<file path="config.mk">
export PLATFORM = sky130hd
export DESIGN_NAME = frame_swap_ctrl
export DESIGN_NICKNAME = d
export VERILOG_FILES = /design/src/rtl/frame_ctrl_pkg.sv /design/src/rtl/fb_clear_sweeper.sv /design/src/rtl/frame_swap_ctrl.sv
export SDC_FILE = /design/constraint.sdc
export NUM_CORES = 1
export LEC_CHECK = 0
export CAP_MARGIN = 40
export CELL_PAD_IN_SITES_DETAIL_PLACEMENT = 2
export CELL_PAD_IN_SITES_GLOBAL_PLACEMENT = 2
export CORE_UTILIZATION = 33
export DETAILED_ROUTE_END_ITERATION = 8
export HOLD_SLACK_MARGIN = 0.15
export PLACE_DENSITY_LB_ADDON = 0.1
export SLEW_MARGIN = 20
export SYNTH_ARGS = -nofsm -noshare
export SYNTH_HDL_FRONTEND = slang
export SYNTH_SLANG_ARGS = --single-unit
</file>
<file path="constraint.sdc">
create_clock -name clk -period 5.5 [get_ports clk]
set_input_delay 1.375 -clock clk [delete_from_list [all_inputs] [get_ports clk]]
set_output_delay 1.375 -clock clk [all_outputs]
set_load 0.01 [all_outputs]
</file>
<file path="src/rtl/frame_ctrl_pkg.sv">
// Shared types and default geometry for the render/display frame swap logic.
// Contents: state_t FSM encoding, default display size and pixel count.
package frame_ctrl_pkg;

    typedef enum logic [1:0] {
        READY     = 2'd0,
        CLEARING  = 2'd1,
        WAIT_SWAP = 2'd2
    } state_t;

    localparam int DEF_WIDTH   = 320;
    localparam int DEF_HEIGHT  = 240;
    localparam int PIXEL_COUNT = DEF_WIDTH * DEF_HEIGHT;

endpackage

</file>
<file path="src/rtl/fb_clear_sweeper.sv">
// Address generator for the back-buffer clear sweep (0..NUM_PIXELS-1, one per cycle).
// Ports: clk, rst (async high), start, busy, last (current write is final), addr (next write address).
module fb_clear_sweeper
    import frame_ctrl_pkg::*;
#(
    parameter int NUM_PIXELS = PIXEL_COUNT,
    parameter int ADDRWIDTH  = $clog2(NUM_PIXELS)
) (
    input  logic                 clk,
    input  logic                 rst,
    input  logic                 start,
    output logic                 busy,
    output logic                 last,
    output logic [ADDRWIDTH-1:0] addr
);

    localparam logic [ADDRWIDTH-1:0] LAST_ADDR = ADDRWIDTH'(NUM_PIXELS - 1);

    // cnt_q mirrors the address currently presented on the registered write port
    logic                 busy_q, busy_d;
    logic [ADDRWIDTH-1:0] cnt_q, cnt_d;

    always_comb begin
        busy_d = busy_q;
        cnt_d  = cnt_q;
        if (start && !busy_q) begin
            busy_d = 1'b1;
            cnt_d  = '0;
        end else if (busy_q) begin
            if (cnt_q == LAST_ADDR) begin
                busy_d = 1'b0;
                cnt_d  = '0;
            end else begin
                cnt_d = cnt_q + ADDRWIDTH'(1);
            end
        end
    end

    always_ff @(posedge clk or posedge rst) begin
        if (rst) begin
            busy_q <= 1'b0;
            cnt_q  <= '0;
        end else begin
            busy_q <= busy_d;
            cnt_q  <= cnt_d;
        end
    end

    assign busy = busy_q;
    assign last = busy_q && (cnt_q == LAST_ADDR);
    // Address to load into the output register at the coming edge
    assign addr = (start && !busy_q) ? '0 : cnt_q + ADDRWIDTH'(1);

endmodule

</file>
<file path="src/rtl/frame_swap_ctrl.sv">
// Responder side of the render/display frame handshake: clear sweep, write-port arbitration, target flip.
// Ports: frame_clear/frame_render_done/i_frame_start in; ready, frame_swapped, target, write_dropped out;
// pipeline write in (addr/valid/fb/db); registered buffer write port out (en/addr/sel/fb/db).
module frame_swap_ctrl
    import frame_ctrl_pkg::*;
#(
    parameter int DISPLAY_WIDTH  = DEF_WIDTH,
    parameter int DISPLAY_HEIGHT = DEF_HEIGHT,
    parameter int ADDRWIDTH      = $clog2(DISPLAY_WIDTH * DISPLAY_HEIGHT),
    parameter int FB_DATA_WIDTH  = 4,
    parameter int DB_DATA_WIDTH  = 12,
    parameter logic [FB_DATA_WIDTH-1:0] FB_CLEAR_VALUE = '0,
    parameter logic [DB_DATA_WIDTH-1:0] DB_CLEAR_VALUE = '1
) (
    input  logic                     clk,
    input  logic                     rst,
    input  logic                     frame_clear,
    input  logic                     frame_render_done,
    input  logic                     i_frame_start,
    output logic                     new_frame_render_ready,
    output logic                     frame_swapped,
    output logic                     o_render_target,
    output logic                     o_write_dropped,
    input  logic [ADDRWIDTH-1:0]     i_pixel_write_addr,
    input  logic                     i_pixel_write_valid,
    input  logic [FB_DATA_WIDTH-1:0] i_fb_data,
    input  logic [DB_DATA_WIDTH-1:0] i_db_data,
    output logic                     o_buf_write_en,
    output logic [ADDRWIDTH-1:0]     o_buf_write_addr,
    output logic                     o_buf_write_sel,
    output logic [FB_DATA_WIDTH-1:0] o_fb_data,
    output logic [DB_DATA_WIDTH-1:0] o_db_data
);

    localparam int NUM_PIXELS = DISPLAY_WIDTH * DISPLAY_HEIGHT;
    localparam logic [ADDRWIDTH-1:0] LAST_ADDR = ADDRWIDTH'(NUM_PIXELS - 1);

    state_t                   state_q, state_d;
    logic                     ready_q, ready_d;
    logic                     swapped_q, swapped_d;
    logic                     target_q, target_d;
    logic                     dropped_q, dropped_d;
    logic                     wr_en_q, wr_en_d;
    logic [ADDRWIDTH-1:0]     wr_addr_q, wr_addr_d;
    logic [FB_DATA_WIDTH-1:0] fb_q, fb_d;
    logic [DB_DATA_WIDTH-1:0] db_q, db_d;

    logic                 sweep_start;
    logic                 sweep_busy;
    logic                 sweep_last;
    logic [ADDRWIDTH-1:0] sweep_addr;
    logic                 pix_in_range;

    fb_clear_sweeper #(
        .NUM_PIXELS (NUM_PIXELS),
        .ADDRWIDTH  (ADDRWIDTH)
    ) u_sweeper (
        .clk   (clk),
        .rst   (rst),
        .start (sweep_start),
        .busy  (sweep_busy),
        .last  (sweep_last),
        .addr  (sweep_addr)
    );

    assign pix_in_range = (i_pixel_write_addr <= LAST_ADDR);

    always_comb begin
        state_d     = state_q;
        ready_d     = ready_q;
        swapped_d   = 1'b0;
        target_d    = target_q;
        dropped_d   = dropped_q;
        wr_en_d     = 1'b0;
        wr_addr_d   = wr_addr_q;
        fb_d        = fb_q;
        db_d        = db_q;
        sweep_start = 1'b0;

        unique case (state_q)
            READY: begin
                if (frame_clear) begin
                    // Clear owns the write port from this edge; a
                    // coincident pipeline write is discarded.
                    state_d     = CLEARING;
                    ready_d     = 1'b0;
                    dropped_d   = i_pixel_write_valid;
                    sweep_start = 1'b1;
                    wr_en_d     = 1'b1;
                    wr_addr_d   = sweep_addr;
                    fb_d        = FB_CLEAR_VALUE;
                    db_d        = DB_CLEAR_VALUE;
                end else begin
                    if (frame_render_done) begin
                        state_d = WAIT_SWAP;
                        ready_d = 1'b0;
                    end
                    if (i_pixel_write_valid) begin
                        if (pix_in_range) begin
                            wr_en_d   = 1'b1;
                            wr_addr_d = i_pixel_write_addr;
                            fb_d      = i_fb_data;
                            db_d      = i_db_data;
                        end else begin
                            dropped_d = 1'b1;
                        end
                    end
                end
            end
            CLEARING: begin
                if (i_pixel_write_valid) begin
                    dropped_d = 1'b1;
                end
                if (sweep_last || !sweep_busy) begin
                    state_d = READY;
                    ready_d = 1'b1;
                end else begin
                    wr_en_d   = 1'b1;
                    wr_addr_d = sweep_addr;
                    fb_d      = FB_CLEAR_VALUE;
                    db_d      = DB_CLEAR_VALUE;
                end
            end
            WAIT_SWAP: begin
                if (i_pixel_write_valid) begin
                    dropped_d = 1'b1;
                end
                if (i_frame_start) begin
                    state_d   = READY;
                    ready_d   = 1'b1;
                    target_d  = ~target_q;
                    swapped_d = 1'b1;
                end
            end
            default: begin
                state_d = READY;
                ready_d = 1'b1;
            end
        endcase
    end

    always_ff @(posedge clk or posedge rst) begin
        if (rst) begin
            state_q   <= READY;
            ready_q   <= 1'b1;
            swapped_q <= 1'b0;
            target_q  <= 1'b0;
            dropped_q <= 1'b0;
            wr_en_q   <= 1'b0;
            wr_addr_q <= '0;
            fb_q      <= '0;
            db_q      <= '0;
        end else begin
            state_q   <= state_d;
            ready_q   <= ready_d;
            swapped_q <= swapped_d;
            target_q  <= target_d;
            dropped_q <= dropped_d;
            wr_en_q   <= wr_en_d;
            wr_addr_q <= wr_addr_d;
            fb_q      <= fb_d;
            db_q      <= db_d;
        end
    end

    assign new_frame_render_ready = ready_q;
    assign frame_swapped          = swapped_q;
    assign o_render_target        = target_q;
    assign o_write_dropped        = dropped_q;
    assign o_buf_write_en         = wr_en_q;
    assign o_buf_write_addr       = wr_addr_q;
    // Writes only happen while the target is stable, so sel is the target flop
    assign o_buf_write_sel        = target_q;
    assign o_fb_data              = fb_q;
    assign o_db_data              = db_q;

endmodule

</file>
==> impl_results.md <==
* Initial DRC Count at 81
* Crit-path max FO at 26
* CP Class: in -> reg
* Global-route wire length before repair at 15650 um
* Int Pwr at approximately 1.2 mW
* Setup TNS at 0 ps
* GPL Wtd Cong at just over 0.8
* Vias in the first global route at 2974
* Synthesized net count at between 300 and 400
* Worst-margin pin slew at 751.1 ps
* Hold endpoint: o_buf_write_sel
* Initial Util at 34.49%
* Core area at around 9400 um^2
* NetSw at 650.5 uW
* Reg2reg setup slack at between 2000 and 3000 ps
* CTS H-tree depth at 3
* CTS max path bufs at 2
* Post-CTS sizing at 0
* Synthesis-to-layout area growth at 31.67%
* # fillers at approximately 1000
* Most used cell, CP: nor2_1
* Worst-path clk slew at approximately 70 ps
* Mapped Area at 3232 um^2
* Die area at between 10000 and 15000 um^2
* Fin crit period at around 3500 ps
* Site Rows at 35
* Synth Flop Type: dfrtp_1
* PwrDens at around 430 nW/um^2
* Worst EP required at roughly 5700 ps
* Ratio of final minimum period to clock period at between 60 and 70%
* Routed len/inst at ~17 um
* N_diodes at 0
* CTS tree: done
* Sw Ratio at between 30% and 40%
* Sequential power share at between 30% and 40%
* Commonest non-fill, non-tap cell in the layout: clkdlybuf4s50_1
* CP max stage delay at ~800 ps
* Pin count of the biggest net entering global routing at 36
* Post-synth EDFFs at 0
* FF-to-FF Start: u_sweeper.cnt_q[0]
* Yosys warns at 0
* NumNets Final at 441
* Non-filler cells, final at 532
* Die W at 101.0 um
* # IOs at around 80
* Root buffer cell: clkbuf_8
* Post-DR vias/cell at roughly 5.3
* Drt drc at 0
* CP Capture Type: register
* Status: complete, no violations
* Total track usage at between 20% and 30%
* Fmax at between 200 and 300 MHz
* Min Hold Slack at between 400 and 500 ps
* Leakage at roughly 1.7 nW
* Clock skew at ~13 ps
* Setup violations, final at 0
* Syn avg cell area at approximately 10 um^2
* Final wirelength at between 9000 and 10000 um
* Post-CTS Setup Inserts at 0
* Worst setup SP type: input pin
* Register area at between 1000 and 1500 um^2
* Clock share of power at a little over a fifth
* Hold path depth at 1
* Number of distinct library cells after synthesis at 58
* PortBufs at 77
* Placed insts at between 500 and 600
* Worst Reg2Reg Path Length in Cells at 6
* Seq cells post-synth at a little under 60
* Critical path arrival at between 3000 and 4000 ps
* VDD IR max at approximately 0.13 mV
* R2R Path End: o_buf_write_addr[1]
* Ys async rst share at between 90% and 100%
* Most frequent cells in the layout: clkdlybuf4s50_1 (77), dfrtp_1 (57), nand2_1 (30), o21ai_0 (30), a21oi_1 (24)
* ANT nets after route at 0
* CTS Buf Count at 9
* Rel. slew slack at roughly 50%
* DRT Pass-1 Iters at 4
* Critical path's slowest cell: clkdlybuf4s50_1
* Clock sinks at slightly below 60
* Sequential area share after synthesis at ~45%
* CP cell instances: clkdlybuf4s50_1 > nor2_1 > buf_4 > or2_2 > nor2_1 > a221o_1 > mux2_4
* Cells after synthesis at between 300 and 400
* RSZ-0062 raised after global routing: false
* Layout cells sized above 1 at between 10% and 20%
* Max Slew Vio Count at 0
* Hold Crit Start: o_buf_write_sel
* CTS Hold Buffers Added at 0
* Combinational share of power at a little over two fifths
* DR vias at about 2800
* Hold WC Path Type: reg -> reg
* Post-DP HPWL at about 6800 um
* GR Overflow Total at 0
* Final hold viol count at 0
* DIE HEIGHT at a little over 100 um
* Clock Latency Late Sink at 340 ps
* Area of the multi-input gates at 1594 um^2
* Initial antenna violation count at 0
* Max Cap Viol at 0
## cell families (layout without fill, tap and decap cells)
| group | Yosys count | after routing | share of synthesized area [%] |
|---|---|---|---|
| compound gates | 95 | 95 | 17.89 |
| xor+xnor | 14 | 14 | 3.794 |
| fa+ha+maj | 4 | 4 | 1.549 |
| buf+inv | 37 | 111 | 5.730 |
| flops | 58 | 58 | 44.95 |
| mux | 22 | 22 | 7.588 |
| simple gates | 99 | 99 | 18.51 |
## synthesized netlist by cell type, types with 3 or more instances
| library cell | number | area share (%) |
|---|---|---|
| xor2_1 | 4 | 1.1 |
| nand3_1 | 4 | 0.62 |
| nor4_2 | 3 | 1.2 |
| nor4_1 | 4 | 0.77 |
| nor3_1 | 14 | 2.2 |
| o21ai_0 | 30 | 4.6 |
| or3_1 | 3 | 0.58 |
| a22o_1 | 4 | 1.1 |
| mux2_1 | 15 | 5.2 |
| mux2i_1 | 5 | 1.5 |
| nand2b_1 | 9 | 1.7 |
| nor2_1 | 9 | 1.0 |
| nor3b_1 | 3 | 0.70 |
| buf_2 | 8 | 1.2 |
| xnor2_1 | 10 | 2.7 |
| nand2_1 | 30 | 3.5 |
| or2_2 | 3 | 0.58 |
| inv_1 | 14 | 1.6 |
| nand4_1 | 4 | 0.77 |
| ha_1 | 4 | 1.5 |
| a21oi_1 | 24 | 3.7 |
| clkbuf_1 | 11 | 1.3 |
| dfrtp_1 | 57 | 44 |
| a31oi_1 | 18 | 3.5 |
## state kept, by name, indices dropped and copies added, names as in the netlist, 2 cells and up
signal,flops
o_buf_write_addr,17
u_sweeper.cnt_q,17
o_db_data,12
o_fb_data,4
state_q,2
## worst max-delay path: cells and delay by family
family / cells / cell delay (ps)
mux: 1 / 260
buf+inv: 2 / 1100
simple gates: 3 / 650
compound gates: 1 / 320
## area by class of cell
| type | instances | area share [%] |
|---|---|---|
| inverter | 14 | 1.235 |
| clock inverter | 7 | 1.647 |
| timing repair buffer | 81 | 18.82 |
| tap | 129 | 3.793 |
| clock buffer | 9 | 2.911 |
| sequential | 58 | 34.14 |
| multi-input combinational | 234 | 37.46 |
## through the flow
stage	total power, mW	setup slack [ps]	util, %	instance area, um^2
2_1_floorplan	1.121	2699	-	3232
3_3_place_gp	1.444	1681	43.26	4054
3_5_place_dp	1.476	1635	43.34	4061
4_1_cts	1.878	1985	45.41	4255
5_1_grt	1.972	1873	45.41	4255
6_report	1.844	2003	45.41	4255
## per-layer routing
metal | routed length, um | GRT usage (%)
met2 | 4227 | 31.88
met5 | 0 | 0
met3 | 329 | 3.329
met1 | 4596 | 27.78
met4 | 98 | 6.355
## worst max-delay path by stage
| stage | from | endpoint | slack, ps | depth (start not counted) |
|---|---|---|---|---|
| finish | frame_clear | o_buf_write_addr[15] | 2000 | 7 |
| global route | frame_clear | o_buf_write_addr[15] | 1870 | 7 |
| CTS | frame_clear | o_buf_write_addr[15] | 1990 | 7 |
| detailed placement | frame_clear | o_buf_write_addr[15] | 1630 | 7 |
| global placement | frame_clear | o_buf_write_addr[15] | 1680 | 7 |
| floorplan | rst | frame_swapped | 2700 | 1 |
## power groups by stage
stage / clock, mW / sequential, mW / combinational (mW)
after floorplan: 0 / 0.697 / 0.424
after global placement: 0 / 0.647 / 0.797
after detailed placement: 0 / 0.654 / 0.821
after CTS: 0.408 / 0.647 / 0.824
after global routing: 0.421 / 0.660 / 0.891
final: 0.393 / 0.641 / 0.810
Note: power is estimated with default switching activity, not from simulation.
